$ cat src/rtl/mem_port_arbiter.sv
// Two-master round-robin arbiter for the single byte-addressable data memory port.
// Each grant runs IDLE -> ACCESS -> RESP; illegal accesses are answered with err and never reach memory.
module mem_port_arbiter #(
   parameter int ADDR_WIDTH = 32,
   parameter int DATA_WIDTH = 32,
   parameter int DEPTH      = 1024
) (
   input  logic                  clk,
   input  logic                  reset,
   input  logic                  m0_req,
   input  logic                  m0_we,
   input  logic [ADDR_WIDTH-1:0] m0_addr,
   input  logic [DATA_WIDTH-1:0] m0_wdata,
   input  logic [1:0]            m0_size,
   output logic                  m0_ack,
   output logic                  m0_err,
   output logic [DATA_WIDTH-1:0] m0_rdata,
   input  logic                  m1_req,
   input  logic                  m1_we,
   input  logic [ADDR_WIDTH-1:0] m1_addr,
   input  logic [DATA_WIDTH-1:0] m1_wdata,
   input  logic [1:0]            m1_size,
   output logic                  m1_ack,
   output logic                  m1_err,
   output logic [DATA_WIDTH-1:0] m1_rdata,
   output logic                  mem_we,
   output logic [ADDR_WIDTH-1:0] mem_addr,
   output logic [DATA_WIDTH-1:0] mem_wd,
   output logic [1:0]            mem_size,
   input  logic [DATA_WIDTH-1:0] mem_rd,
   output logic                  busy
);

   typedef enum logic [1:0] {
      IDLE   = 2'd0,
      ACCESS = 2'd1,
      RESP   = 2'd2
   } state_t;

   localparam logic [ADDR_WIDTH:0] DEPTH_EXT = (ADDR_WIDTH+1)'(DEPTH);

   // End address is formed one bit wider than the bus so a high address cannot wrap past the check.
   function automatic logic access_err(input logic [ADDR_WIDTH-1:0] addr, input logic [1:0] size);
      logic [ADDR_WIDTH:0] end_addr;
      logic                misaligned;
      end_addr   = {1'b0, addr} + ((ADDR_WIDTH+1)'(1) << size);
      misaligned = ((size == 2'b01) && addr[0]) || ((size == 2'b10) && (addr[1:0] != 2'b00));
      return (size == 2'b11) || misaligned || (end_addr > DEPTH_EXT);
   endfunction

   state_t                state_q, state_d;
   logic                  last_grant_q, last_grant_d;
   logic                  win_q, win_d;
   logic                  we_q, we_d;
   logic [ADDR_WIDTH-1:0] addr_q, addr_d;
   logic [DATA_WIDTH-1:0] wdata_q, wdata_d;
   logic [1:0]            size_q, size_d;
   logic                  err_q, err_d;
   logic                  m0_ack_q, m0_ack_d, m1_ack_q, m1_ack_d;
   logic                  m0_err_q, m0_err_d, m1_err_q, m1_err_d;
   logic [DATA_WIDTH-1:0] m0_rdata_q, m0_rdata_d, m1_rdata_q, m1_rdata_d;
   logic                  pick;
   logic [DATA_WIDTH-1:0] rd_val;

   always_comb begin
      // NOTE: every _d starts from its _q (or 0 for pulses) so no path through this block can infer a latch.
      state_d      = state_q;
      last_grant_d = last_grant_q;
      win_d        = win_q;
      we_d         = we_q;
      addr_d       = addr_q;
      wdata_d      = wdata_q;
      size_d       = size_q;
      err_d        = err_q;
      m0_ack_d     = 1'b0;
      m1_ack_d     = 1'b0;
      m0_err_d     = 1'b0;
      m1_err_d     = 1'b0;
      m0_rdata_d   = m0_rdata_q;
      m1_rdata_d   = m1_rdata_q;
      pick         = 1'b0;
      rd_val       = '0;

      case (state_q)
         IDLE: begin
            if (m0_req || m1_req) begin
               if (m0_req && m1_req) begin
                  pick         = ~last_grant_q;
                  last_grant_d = pick;
               end else begin
                  pick = m1_req;
               end
               win_d   = pick;
               we_d    = pick ? m1_we    : m0_we;
               addr_d  = pick ? m1_addr  : m0_addr;
               wdata_d = pick ? m1_wdata : m0_wdata;
               size_d  = pick ? m1_size  : m0_size;
               err_d   = access_err(addr_d, size_d);
               state_d = ACCESS;
            end
         end
         ACCESS: begin
            if (!we_q && !err_q) rd_val = mem_rd;
            if (win_q) begin
               m1_rdata_d = rd_val;
               m1_ack_d   = 1'b1;
               m1_err_d   = err_q;
            end else begin
               m0_rdata_d = rd_val;
               m0_ack_d   = 1'b1;
               m0_err_d   = err_q;
            end
            state_d = RESP;
         end
         RESP:    state_d = IDLE;
         default: state_d = IDLE;
      endcase
   end

   always_ff @(posedge clk or posedge reset) begin
      if (reset) begin
         state_q      <= IDLE;
         last_grant_q <= 1'b1;
         win_q        <= 1'b0;
         we_q         <= 1'b0;
         addr_q       <= '0;
         wdata_q      <= '0;
         size_q       <= '0;
         err_q        <= 1'b0;
         m0_ack_q     <= 1'b0;
         m1_ack_q     <= 1'b0;
         m0_err_q     <= 1'b0;
         m1_err_q     <= 1'b0;
         m0_rdata_q   <= '0;
         m1_rdata_q   <= '0;
      end else begin
         // NOTE: non-blocking so every flop updates from pre-edge values regardless of statement order.
         state_q      <= state_d;
         last_grant_q <= last_grant_d;
         win_q        <= win_d;
         we_q         <= we_d;
         addr_q       <= addr_d;
         wdata_q      <= wdata_d;
         size_q       <= size_d;
         err_q        <= err_d;
         m0_ack_q     <= m0_ack_d;
         m1_ack_q     <= m1_ack_d;
         m0_err_q     <= m0_err_d;
         m1_err_q     <= m1_err_d;
         m0_rdata_q   <= m0_rdata_d;
         m1_rdata_q   <= m1_rdata_d;
      end
   end

   // Write enable is decoded from state so an asynchronous reset kills it immediately.
   assign mem_we   = (state_q == ACCESS) && we_q && !err_q;
   assign mem_addr = addr_q;
   assign mem_wd   = wdata_q;
   assign mem_size = size_q;
   assign busy     = (state_q != IDLE);

   assign m0_ack   = m0_ack_q;
   assign m1_ack   = m1_ack_q;
   assign m0_err   = m0_err_q;
   assign m1_err   = m1_err_q;
   assign m0_rdata = m0_rdata_q;
   assign m1_rdata = m1_rdata_q;

endmodule

$ cat config.mk
export PLATFORM = sky130hd
export DESIGN_NAME = mem_port_arbiter
export DESIGN_NICKNAME = d
export VERILOG_FILES = /design/src/rtl/mem_port_arbiter.sv
export SDC_FILE = /design/constraint.sdc
export NUM_CORES = 1
export LEC_CHECK = 0
export BUFFER_PORTS_ARGS = -buffer_cell sky130_fd_sc_hd__buf_4
export CAP_MARGIN = 20
export CORE_ASPECT_RATIO = 0.6
export CORE_MARGIN = 2
export CORE_UTILIZATION = 43
export DETAILED_ROUTE_END_ITERATION = 10
export PLACE_DENSITY = 0.73
export SKIP_CTS_REPAIR_TIMING = 1
export SLEW_MARGIN = 20
export SYNTH_ARGS = -nofsm -noshare
export SYNTH_HDL_FRONTEND = slang
export SYNTH_SLANG_ARGS = --single-unit
export TNS_END_PERCENT = 10
$ cat constraint.sdc
create_clock -name clk -period 6.1 [get_ports clk]
set_input_delay 1.22 -clock clk [delete_from_list [all_inputs] [get_ports clk]]
set_output_delay 1.22 -clock clk [all_outputs]
set_load 0.02 [all_outputs]
Yosys cells after proc, flatten, opt, wreduce, memory -nomap -nowiden
Cells that the tools add are included.

word-level totals
  register bits = 140
  output and inout bits = 136
  logic and storage cells = 61
  input bits = 170

cells by class
  order comparisons = 1
  reductions and logical operators = 19
  add/subtract/negate cells = 1
  shift-type cells = 1
  equality and inequality tests = 5
  bitwise gates (word level) = 2
  multiplexer cells = 18

operator list
  operator                                                         count
  2-to-1 mux 32 bit                                                3
  adder 32 x 33 -> 33 bit                                          1
  greater-than comparator 33 x 11 -> 1 bit, second input constant  1
  << shifter 1 x 2 -> 33 bit, first input constant                 1
  2-to-1 mux 1 bit                                                 12
  logical AND 1 bit                                                6
  AND reduction 2 bit                                              3
  equality test 2 x 1 -> 1 bit, second input constant              2
  equality test 2 bit, second input constant                       2
  logical OR 1 bit                                                 4
  2-to-1 mux 2 bit                                                 2
  one-hot mux 2 bit (2 select lines)                               1
  nonzero test 2 bit                                               2
  AND reduction 3 bit                                              1
  logical NOT 1 bit                                                2
  logical NOT 2 bit                                                1
  != test 2 bit, second input constant                             1
  inverter 1 bit                                                   2

Depth between registers and ports, before layout
Gate-level depths: netlist (run 1).

  depth after elaboration = 10
  depth in mapped cells = 19
  gate-level depth less buffers = 13

Worst setup path before layout (run 1)
No wires, ideal clock.

  path kind = input to register
  from = in m1_req
  to = reg err_q
  buffers on the path = 6
  cell stages on the path = 18
  setup time = 134 ps
  data required time = 5966 ps
  arrival time = 4737 ps
  setup slack = 1230 ps
  cell sequence = a21bo_1 -> buf_6 -> buf_6 -> buf_2 -> buf_2 -> buf_1 -> clkbuf_1 -> nand2_1 -> nand2_1 -> ha_1 -> o21ai_0 -> o21bai_1 -> nand4_1 -> or4b_1 -> a22oi_2 -> o2111ai_1 -> and4b_1 -> a31oi_1

on the way
  word-level cells in the longest chain between the ends = 10
  elaborated cells between the ends (all ways) = 20
  classes of those cells = add/sub (1); order compare (1); eq/ne (3); shift (1); mux (5); reduce/logical (9)

RTL lines
  what                                                                              line  text
  start: declaration                                                                18    input logic m1_req,
  parallel branches: the longest is 10 deep, another holds adder 32 x 33 -> 33 bit  n/a
  end signal: assignment                                                            145   err_q <= err_d;
  end: declaration                                                                  58    logic err_q, err_d;

Parallel ways; which one is timed is not known. The select of a mux whose other input is x is not followed.
A chain may end at the register's enable or synchronous reset.

Final worst setup path (run 1)
Same ends and word-level chain as after synthesis.

==> flow_metrics.tcl, run 1 <==
set metrics [dict create \
    fin_cells 1300 \
    grt-ovfl-total 0 \
    ys_warn_count 0 \
    die_area_mm2 0.0175 \
    fp.dieH_um 103 \
    clock.fmax_mhz 216 \
    clock-sinks 140 \
    grtUsageMet3_pct 6.87 \
    period_needed_ns 4.62 \
    skew_ns 0.0114 \
    io_pins 306 \
    first_pass_iters 5 \
    tightest_slew_ns 0.954 \
    multiInputGateArea_mm2 0.00331 \
    vias_per_cell 5.28 \
    crit_fanout 21 \
    ir_worst_vdd_uv 272 \
    relSlewSlack_pct 36.2 \
    grt_start_max_net_pins 95 \
    synth_edf_count 0 \
    crit_path_start_kind "input port" \
    synth_area_per_cell_um2 8.84 \
    r2r_slack_ns 1.85 \
    antenna_found_initial 0 \
    p_seq_share_pct 32.8 \
    placed_area_mm2 0.00944 \
    n_fill_cell 1411 \
    diodes 0 \
    use_met1_pct 38.5 \
    use_met2_pct 40.3 \
    clock_latency_ns 0.41 \
    std_cell_rows 36 \
    drive_gt1_share_pct 33.7 \
    status "complete, no violations" \
    wl_per_cell_um 18.0 \
    initial_core_util_pct 43.7 \
    end_kind "register" \
    dp_cells 1268 \
    grt_pass1_vias 6371 \
    cts_tree "yes" \
    swShare_pct 41.4 \
    finalHoldViolCount 0 \
    cts_max_path_buffers 2 \
    top_usage_layer "met2" \
    hp-class "reg -> reg" \
    yosysSeqAreaShare_pct 49.7 \
    yosys.cell_types.count 61 \
    initialDrtViolationCount 502 \
    synthCells 797 \
    setup_viol 0 \
    grt_use_total_pct 26.7 \
    power_switching_w 0.00180 \
    cts_buffers 17 \
    path_class "in -> reg" \
    syn-cell-area_mm2 0.00705 \
    htreeDepth 4 \
    antenna_left 0 \
    final_core_util_pct 62.4 \
    area_growth_pct 42.7 \
    drcViolationCount 0 \
    core_mm2 0.0161 \
    register_area_mm2 0.00350 \
    power.density_mw_per_mm2 433 \
    wirelength_um 23400 \
    rsz0062_at_grt "false" \
    pwr-share-clk_pct 24.5 \
    p_int_w 0.00255 \
    clk_pin_slew_ns 0.07 \
    fin_crit_sh_pct 75.8 \
    async_reset_ff_share_pct 100 \
    routed-via-count 6866 \
    final_area_mm2 0.0101 \
    ys.flop_type "dfrtp_1" \
    gp_congestion 0.893 \
    cp.required_ns 6.37 \
    p_leak_nw 4.81 \
    cts-root-buf "clkbuf_16" \
    io_buffers 305 \
    die_w_um 169 \
    drv_slew 0 \
    nets 1253 \
    setup_tns_ns 0 \
    arrival_ns 4.89 \
    synth.net_count 972 \
    place_hpwl_um 17100 \
    grt_pass1_wl_um 35900 \
    combPwrFrac_pct 42.7 \
    maxCapViolations 0 \
    synth_seq_cells 140 \
]
## cell usage after synthesis (4+ instances only)
master    count  area share (%)
mux2_2        8             1.3
inv_1         8            0.43
o211a_1       4            0.57
nor4_1        6            0.53
xor2_1        9             1.1
nor2_1       85             4.5
or3_1         4            0.36
mux2i_1      29             4.1
o21ai_0      73             5.2
and2_1        4            0.36
o211ai_1      6            0.64
ha_1          4            0.71
a31oi_1      42             3.7
nand3_1      22             1.6
nand2_1     203              11
xnor2_1       9             1.1
dfrtp_1     139              49
clkbuf_1     36             1.9
nand4_1       8            0.71
nor3_1        4            0.28
a21oi_1      28             2.0
## critical path, stage by stage
cell	delay [ns]
buf_4	0.12
a21bo_4	0.34
mux2i_1	0.51
and2_1	0.21
ha_1	0.18
fa_1	0.21
a21o_1	0.12
a21oi_1	0.14
nor4_1	0.54
nand2_1	0.26
nor4_1	0.44
mux2i_1	0.13
o31ai_1	0.30
a31oi_1	0.14
## state kept, by name, summed over array words and instances, names as in the netlist
register and cells:
m0_rdata 32, m1_rdata 32, mem_addr 32, mem_wd 32
mem_size 2, state_q 2, err_q 1, last_grant_q 1
m0_ack 1, m0_err 1, m1_ack 1, m1_err 1
we_q 1, win_q 1
## final cells by class
type	count	share of cell area, %
clock buffers	17	4.23
clock inverters	15	1.75
flip-flops and latches	140	34.9
repair buffers	311	23.3
inverters	8	0.348
multi-input cells	600	32.9
well taps	209	2.60
## per-layer routing
| layer | vias up | share of wire, % |
|---|---|---|
| li1 | 3330 | - |
| met1 | 3230 | 46 |
| met2 | 290 | 45 |
| met3 | 16 | 8.1 |
| met4 | 0 | 0.92 |
| met5 | - | 0 |
## power by group through the flow
stage / registers (W) / logic [W] / clock network [W]
after floorplan: 0.00177 / 0.000712 / 0
after global placement: 0.00143 / 0.00185 / 0
after detailed placement: 0.00144 / 0.00186 / 0
after CTS: 0.00143 / 0.00187 / 0.00108
after global routing: 0.00147 / 0.00201 / 0.00113
final: 0.00143 / 0.00186 / 0.00107
## cells by family after synthesis
kind of cell / count (synthesis) / share of synthesized area [%]
fa+ha+maj: 5 / 0.995
buf+inv: 57 / 3.89
flops: 140 / 49.7
compound gates: 181 / 15.5
xor+xnor: 18 / 2.24
mux: 40 / 5.97
simple gates: 356 / 21.7
## worst paths after layout
| path | end | cells past startpoint | start |
|---|---|---|---|
| worst max-delay path | err_q | 14 | m1_req |
| worst min-delay path | m0_rdata[1] | 2 | m0_rdata[1] |
| worst max register to register | err_q | 13 | last_grant_q |
| worst min register to register | m0_rdata[1] | 2 | m0_rdata[1] |
| max in group asynchronous | mem_wd[4] | 3 | reset |
| min in group asynchronous | m0_rdata[24] | 2 | reset |
## cell usage in the layout, fill, tap and decap left out, types with 4 or more instances in the layout
master and n:
o21ai_0 73, xor2_1 9, dfrtp_1 139, nand4_1 8
o211a_1 4, clkbuf_16 17, mux2i_1 29, nand2_1 201
buf_4 310, xnor2_1 9, nand3_1 22, nor4_1 6
or3_1 4, mux2_2 8, a21oi_1 28, ha_1 4
inv_8 5, a31oi_1 42, nor2_1 83, nor3_1 4
and2_1 4, inv_6 4, inv_1 7, o211ai_1 6
## stage by stage
| stage | hold slack (ns) | worst slack [ns] | power, W |
|---|---|---|---|
| floorplan | 0.433 | 1.13 | 0.00249 |
| global route | 0.510 | 1.19 | 0.00461 |
| global placement | 0.463 | 1.29 | 0.00328 |
| finish | 0.483 | 1.48 | 0.00436 |
| detailed placement | 0.471 | 1.11 | 0.00330 |
| CTS | 0.487 | 1.55 | 0.00438 |
No activity file was read; power rests on OpenSTA's default activity.
==> run 2: changes to the inputs <==
--- a/config.mk
+++ b/config.mk
@@ -5,13 +5,14 @@
 export SDC_FILE = /design/constraint.sdc
 export NUM_CORES = 1
 export LEC_CHECK = 0
+export ABC_AREA = 1
 export BUFFER_PORTS_ARGS = -buffer_cell sky130_fd_sc_hd__buf_4
 export CAP_MARGIN = 20
 export CORE_ASPECT_RATIO = 0.6
 export CORE_MARGIN = 2
 export CORE_UTILIZATION = 43
 export DETAILED_ROUTE_END_ITERATION = 10
-export PLACE_DENSITY = 0.73
+export PLACE_DENSITY = 0.72
 export SKIP_CTS_REPAIR_TIMING = 1
 export SLEW_MARGIN = 20
 export SYNTH_ARGS = -nofsm -noshare
==> constraint.sdc (replaced) <==
create_clock -name clk -period 4.64 [get_ports clk]
set_input_delay 0.928 -clock clk [delete_from_list [all_inputs] [get_ports clk]]
set_output_delay 0.928 -clock clk [all_outputs]
set_load 0.02 [all_outputs]
==> run 2 against run 1 <==
  * Non-clock buffer count is 2 higher
  * Flip-flop and latch count unchanged
  * Count of clock-buffer cells in the layout is the same
  * Sequential power up 24%
  * Setup slack got worse by 0.70 ns
  * Via count increased by 14%
  * Largest cell class is now multi-input gates
==> flow_metrics.tcl, run 2 <==
set metrics [dict create \
    grt_start_max_net_pins 141 \
    register_area_mm2 0.00350 \
    yosysSeqAreaShare_pct 45.1 \
    cts_max_path_buffers 2 \
    initial_core_util_pct 43.5 \
    async_reset_ff_share_pct 100 \
    period_needed_ns 3.87 \
    ys.flop_type "dfrtp_1" \
    setup_viol 0 \
    clk_pin_slew_ns 0.07 \
    die_area_mm2 0.0192 \
    relSlewSlack_pct 32.8 \
    setup_tns_ns 0 \
    cp.required_ns 4.95 \
    drive_gt1_share_pct 32.2 \
    crit_fanout 28 \
    drcViolationCount 0 \
    drv_slew 0 \
    first_pass_iters 5 \
    htreeDepth 4 \
    synth_area_leaders "dfrtp_1, nand2_1, o21ai_0" \
    tightest_slew_ns 1.01 \
    cts_buffers 17 \
    initialDrtViolationCount 760 \
    p_int_w 0.00330 \
    std_cell_rows 38 \
    rsz0062_at_grt "false" \
    grt_pass1_wl_um 39100 \
    totalPowerFinal_w 0.00562 \
    power.density_mw_per_mm2 517 \
    cts_tree "yes" \
    die_w_um 178 \
    yosysTopAreaCellShare_pct 44.7 \
    hold_ws_ns 0.444 \
    end_kind "register" \
    io_buffers 305 \
    swShare_pct 41.2 \
    io_pins 306 \
    nets 1504 \
    combPwrFrac_pct 42.1 \
    core_mm2 0.0179 \
    antenna_found_initial 0 \
    mostFrequentLayoutCells "nand2_1, buf_4, dfrtp_1" \
    synth_edf_count 0 \
    syn-cell-area_mm2 0.00777 \
    wl_per_cell_um 16.0 \
    ys_warn_count 0 \
    crit_path_start_kind "input port" \
    synth_seq_cells 140 \
    cts-root-buf "clkbuf_16" \
    synth_common_cells "nand2_1, dfrtp_1, nor2_1, o21ai_0, inv_1" \
    path_class "in -> reg" \
    clock.fmax_mhz 259 \
    grt_pass1_vias 7309 \
    grt-ovfl-total 0 \
    status "complete, no violations" \
    pwr-share-clk_pct 26.2 \
    arrival_ns 4.18 \
    place_hpwl_um 19200 \
    wirelength_um 25200 \
    diodes 0 \
    synth_area_per_cell_um2 7.45 \
    fp.dieH_um 108 \
    p_leak_nw 5.92 \
    antenna_left 0 \
    clock-sinks 140 \
    power_switching_w 0.00232 \
    synth_area_leader_cell "dfrtp_1" \
    yosys.cell_types.count 38 \
    yosysMostFrequentCell "nand2_1" \
    skew_ns 0.00857 \
    grt_use_total_pct 26.3 \
    maxCapViolations 0 \
    clock_latency_ns 0.42 \
    vias_per_cell 4.93 \
    fin_crit_sh_pct 83.3 \
    p_seq_share_pct 31.7 \
    n_fill_cell 1639 \
    final_common_cell "nand2_1" \
    finalHoldViolCount 0 \
    routed-via-count 7797 \
    synth.net_count 1219 \
    area_growth_pct 39.6 \
    gp_congestion 0.919 \
    multiInputGateArea_mm2 0.00369 \
    synthCells 1044 \
    ir_worst_vdd_uv 337 \
    hp-class "reg -> reg" \
]
-- run 2: cell types whose count changed after synthesis, sizes merged, moves of 8 or more --
cell    previous run  this run
buf               10        19
nor4               8         0
nand3b             2        10
o21ai             73       117
nand3             22        51
nand2            203       370
xnor2              9         1
a31oi             42         3
inv                8        97
mux2              10        32
mux2i             30         0
clkbuf            39        28
nor2              85       142
a21oi             28         7
-- run 2: final cells by class --
class                      count  area share, %
multi-input combinational    760           34.0
sequential                   140           32.3
timing repair buffer         313           21.8
clock buffer                  17           3.92
inverter                      97           3.39
tap                          240           2.77
clock inverter                15           1.87
-- run 2: path summary, 6_finish.rpt --
| kind | start | to | slack (ns) | depth (start not counted) |
|---|---|---|---|---|
| max | m0_req | err_q | 0.77 | 25 |
| min | state_q[1] | state_q[1] | 0.44 | 1 |
| max reg2reg | last_grant_q | err_q | 0.89 | 23 |
| min reg2reg | state_q[1] | state_q[1] | 0.44 | 1 |
| max in group asynchronous | reset | mem_addr[30] | 3.34 | 3 |
| min in group asynchronous | reset | mem_wd[14] | 0.71 | 3 |
-- run 2: per-layer routing --
layer | wire, um | global-route usage [%] | vias to the layer above | part of all wire, %
li1 | - | - | 3863 | -
met1 | 11700 | 38.2 | 3638 | 46
met2 | 11200 | 39.8 | 280 | 44
met3 | 2050 | 6.47 | 16 | 8.1
met4 | 245 | 5.91 | 0 | 0.97
met5 | 0 | 0 | - | 0
-- run 2: cells by family (layout without fill, tap and decap cells) --
group | Yosys count | after routing | share of synthesized area [%]
muxes | 32 | 32 | 4.63
adders and majority gates | 5 | 5 | 0.901
and+or+nand+nor | 589 | 589 | 32.7
xor gates and xnor gates | 5 | 5 | 0.563
DFF | 140 | 140 | 45.1
buffers and inverters | 144 | 442 | 7.64
AOI/OAI and AO/OA | 129 | 129 | 8.45
-- run 2: stage by stage --
step                      instance area, um2  util (%)  instances  setup WS, ns
after floorplan                         7780         -       1044          1.11
after global placement                 10200      57.2       1550         0.577
after detailed placement               10200      57.2       1550         0.403
after CTS                              10900      60.7       1582         0.836
after global routing                   10900      60.7       1582         0.488
final                                  10900      60.7       1582         0.774
-- run 2: critical path: stages --
cell and delay, ns:
buf_4 0.13, nand2_4 0.23, nand2_4 0.28, inv_2 0.28, nand2_1 0.09, nand2_1 0.15
nor2_1 0.08, ha_1 0.22, fa_1 0.40, nand2_1 0.08, inv_1 0.05, nand2_1 0.07
nand2_1 0.14, nand2_2 0.11, nor2_1 0.05, nand2_1 0.14, nor2_4 0.07, nand2_1 0.06
nand3_1 0.07, nor2_1 0.15, nand2_1 0.07, nor2_1 0.09, nand3_1 0.08, nor2_1 0.10
nor2_1 0.05
-- run 2: power by group through the flow --
| stage | Combinational, W | Clock [W] | Sequential (W) |
|---|---|---|---|
| floorplan | 0.000999 | 0 | 0.00215 |
| global route | 0.00259 | 0.00155 | 0.00182 |
| detailed placement | 0.00237 | 0 | 0.00180 |
| global placement | 0.00235 | 0 | 0.00179 |
| finish | 0.00236 | 0.00147 | 0.00178 |
| CTS | 0.00238 | 0.00149 | 0.00178 |
==> run 3: changes to the inputs <==
--- a/config.mk
+++ b/config.mk
@@ -12,7 +12,7 @@
 export CORE_MARGIN = 2
 export CORE_UTILIZATION = 43
 export DETAILED_ROUTE_END_ITERATION = 10
-export PLACE_DENSITY = 0.72
+export PLACE_DENSITY = 0.75
 export SKIP_CTS_REPAIR_TIMING = 1
 export SLEW_MARGIN = 20
 export SYNTH_ARGS = -nofsm -noshare
==> constraint.sdc (replaced) <==
create_clock -name clk -period 3.46 [get_ports clk]
set_input_delay 0.692 -clock clk [delete_from_list [all_inputs] [get_ports clk]]
set_output_delay 0.692 -clock clk [all_outputs]
set_load 0.02 [all_outputs]
==> run 3 against run 2 <==
  * Die area did not move
  * Utilization increased by 0.53 points
  * Routed wire length up 3.0%
  * Non-clock buffer count is 10 higher
  * Power rose by 34%
  * Critical endpoint unchanged
  * Largest power group unchanged
==> flow_metrics.tcl, run 3 (synthesis results as in run 2) <==
set metrics [dict create \
    grt_use_total_pct 27.0 \
    cpMaxStageDelayCell "dfstp_2" \
    pwr-share-clk_pct 24.8 \
    grt_pass1_vias 7419 \
    drive_gt1_share_pct 32.8 \
    clock.fmax_mhz 313 \
    use_met2_pct 40.7 \
    crit_path_start_kind "register" \
    fp.dieH_um 108 \
    cp.required_ns 3.76 \
    ir_worst_vdd_uv 426 \
    htreeDepth 4 \
    io_pins 306 \
    use_met1_pct 39.5 \
    clock_latency_ns 0.41 \
    setup_viol 0 \
    grt_pass1_wl_um 40000 \
    wl_per_cell_um 16.3 \
    antenna_left 0 \
    slowest_delay_ns 0.57 \
    top_usage_layer "met2" \
    r2r-start "last_grant_q" \
    skew_ns 0.0174 \
    swShare_pct 42.0 \
    final_common_cell "nand2_1" \
    cts-root-buf "clkbuf_16" \
    totalPowerFinal_w 0.00752 \
    r2r_slack_ns 0.26 \
    p_seq_share_pct 31.7 \
    grt_start_max_net_pins 93 \
    wirelength_um 26000 \
    std_cell_rows 38 \
    fin_cells 1592 \
    vias_per_cell 5.01 \
    die_w_um 178 \
    dp_slack_ns -0.0230 \
    area_growth_pct 40.9 \
    grt-ovfl-total 0 \
    path_class "reg -> reg" \
    cts_tree "yes" \
    setup_slack_ns 0.264 \
    rr_worst_depth 22 \
    initialDrtViolationCount 717 \
    grtUsageMet3_pct 6.89 \
    finalHoldViolCount 0 \
    gp_congestion 0.987 \
    nets 1514 \
    diodes 0 \
    relSlewSlack_pct 32.4 \
    crit_fanout 24 \
    rsz0062_at_grt "false" \
    combPwrFrac_pct 43.4 \
    rr_endpoint "err_q" \
    first_pass_iters 5 \
    place_hpwl_um 19700 \
    maxCapViolations 0 \
    drcViolationCount 0 \
    cts_max_path_buffers 2 \
    arrival_ns 3.49 \
    power.density_mw_per_mm2 686 \
    initial_core_util_pct 43.5 \
    dp_cells 1558 \
    crit_path_frequent_cell "nand2_1" \
    routed-via-count 7979 \
    fin_crit_sh_pct 92.4 \
    final_core_util_pct 61.3 \
    end_kind "register" \
    core_mm2 0.0179 \
    hp-class "in -> async" \
    setup_tns_ns 0 \
    clock-sinks 140 \
    antenna_found_initial 0 \
    power_switching_w 0.00316 \
    period_needed_ns 3.20 \
    die_area_mm2 0.0192 \
    p_leak_nw 5.96 \
    p_int_w 0.00436 \
    path_cells "nand2_4, nand2_4, inv_2, buf_4, nand2_1, nand2_1, ha_1, nand2_1, inv_1, nand2_1, nand2_2, nand3_4, nor3_4, nand3_1, nand2_1, nand2_1, nor2_1, nand2_1, nor2_1, nand3_1, nor2_1, nor2_1" \
    clk_pin_slew_ns 0.07 \
    io_buffers 305 \
    status "complete, no violations" \
    tightest_slew_ns 1.01 \
    drv_slew 0 \
    cts_buffers 17 \
    mostFrequentLayoutCells "nand2_1, buf_4, dfrtp_1" \
]
-- run 3: how the worst max path moves through the flow --
stage / startpoint / endpoint / slack (ns)
global route: last_grant_q / err_q / 0.02
global placement: m0_req / err_q / 0.12
detailed placement: m0_req / err_q / -0.02
CTS: last_grant_q / err_q / 0.26
finish: last_grant_q / err_q / 0.26
floorplan: m0_req / err_q / 0.16
-- run 3: metrics by stage --
step / area (um2) / hold slack, ns
global route: 11000 / 0.246
CTS: 10900 / 0.447
global placement: 10300 / 0.429
detailed placement: 10300 / 0.429
finish: 11000 / 0.239
floorplan: 7780 / 0.413
-- run 3: cell type report --
type	instances	area [um2]
Sequential cell	140	3500
Tap cell	240	300
Clock inverter	14	149
Fill cell	1648	6930
Inverter	97	368
Timing Repair Buffer	323	2490
Multi-Input combinational cell	760	3700
Clock buffer	18	439
-- run 3: critical path: cells and delay by family, from the launching register on --
kind | cells | cell delay, ns
adders and majority gates | 1 | 0.35
buffers and inverters | 3 | 0.38
DFF | 1 | 0.57
and+or+nand+nor | 18 | 1.77
-- run 3: power groups by stage --
| stage | clock network, W | logic (W) | registers (W) |
|---|---|---|---|
| 2_1_floorplan | 0 | 0.00134 | 0.00289 |
| 3_3_place_gp | 0 | 0.00321 | 0.00239 |
| 3_5_place_dp | 0 | 0.00324 | 0.00241 |
| 4_1_cts | 0.00190 | 0.00324 | 0.00239 |
| 5_1_grt | 0.00197 | 0.00356 | 0.00244 |
| 6_report | 0.00187 | 0.00326 | 0.00239 |
-- run 3: layer usage --
layer,wire length (um),vias up
met5,0,-
met1,12000,3730
met3,2330,17
met2,11400,347
met4,274,0
li1,-,3885
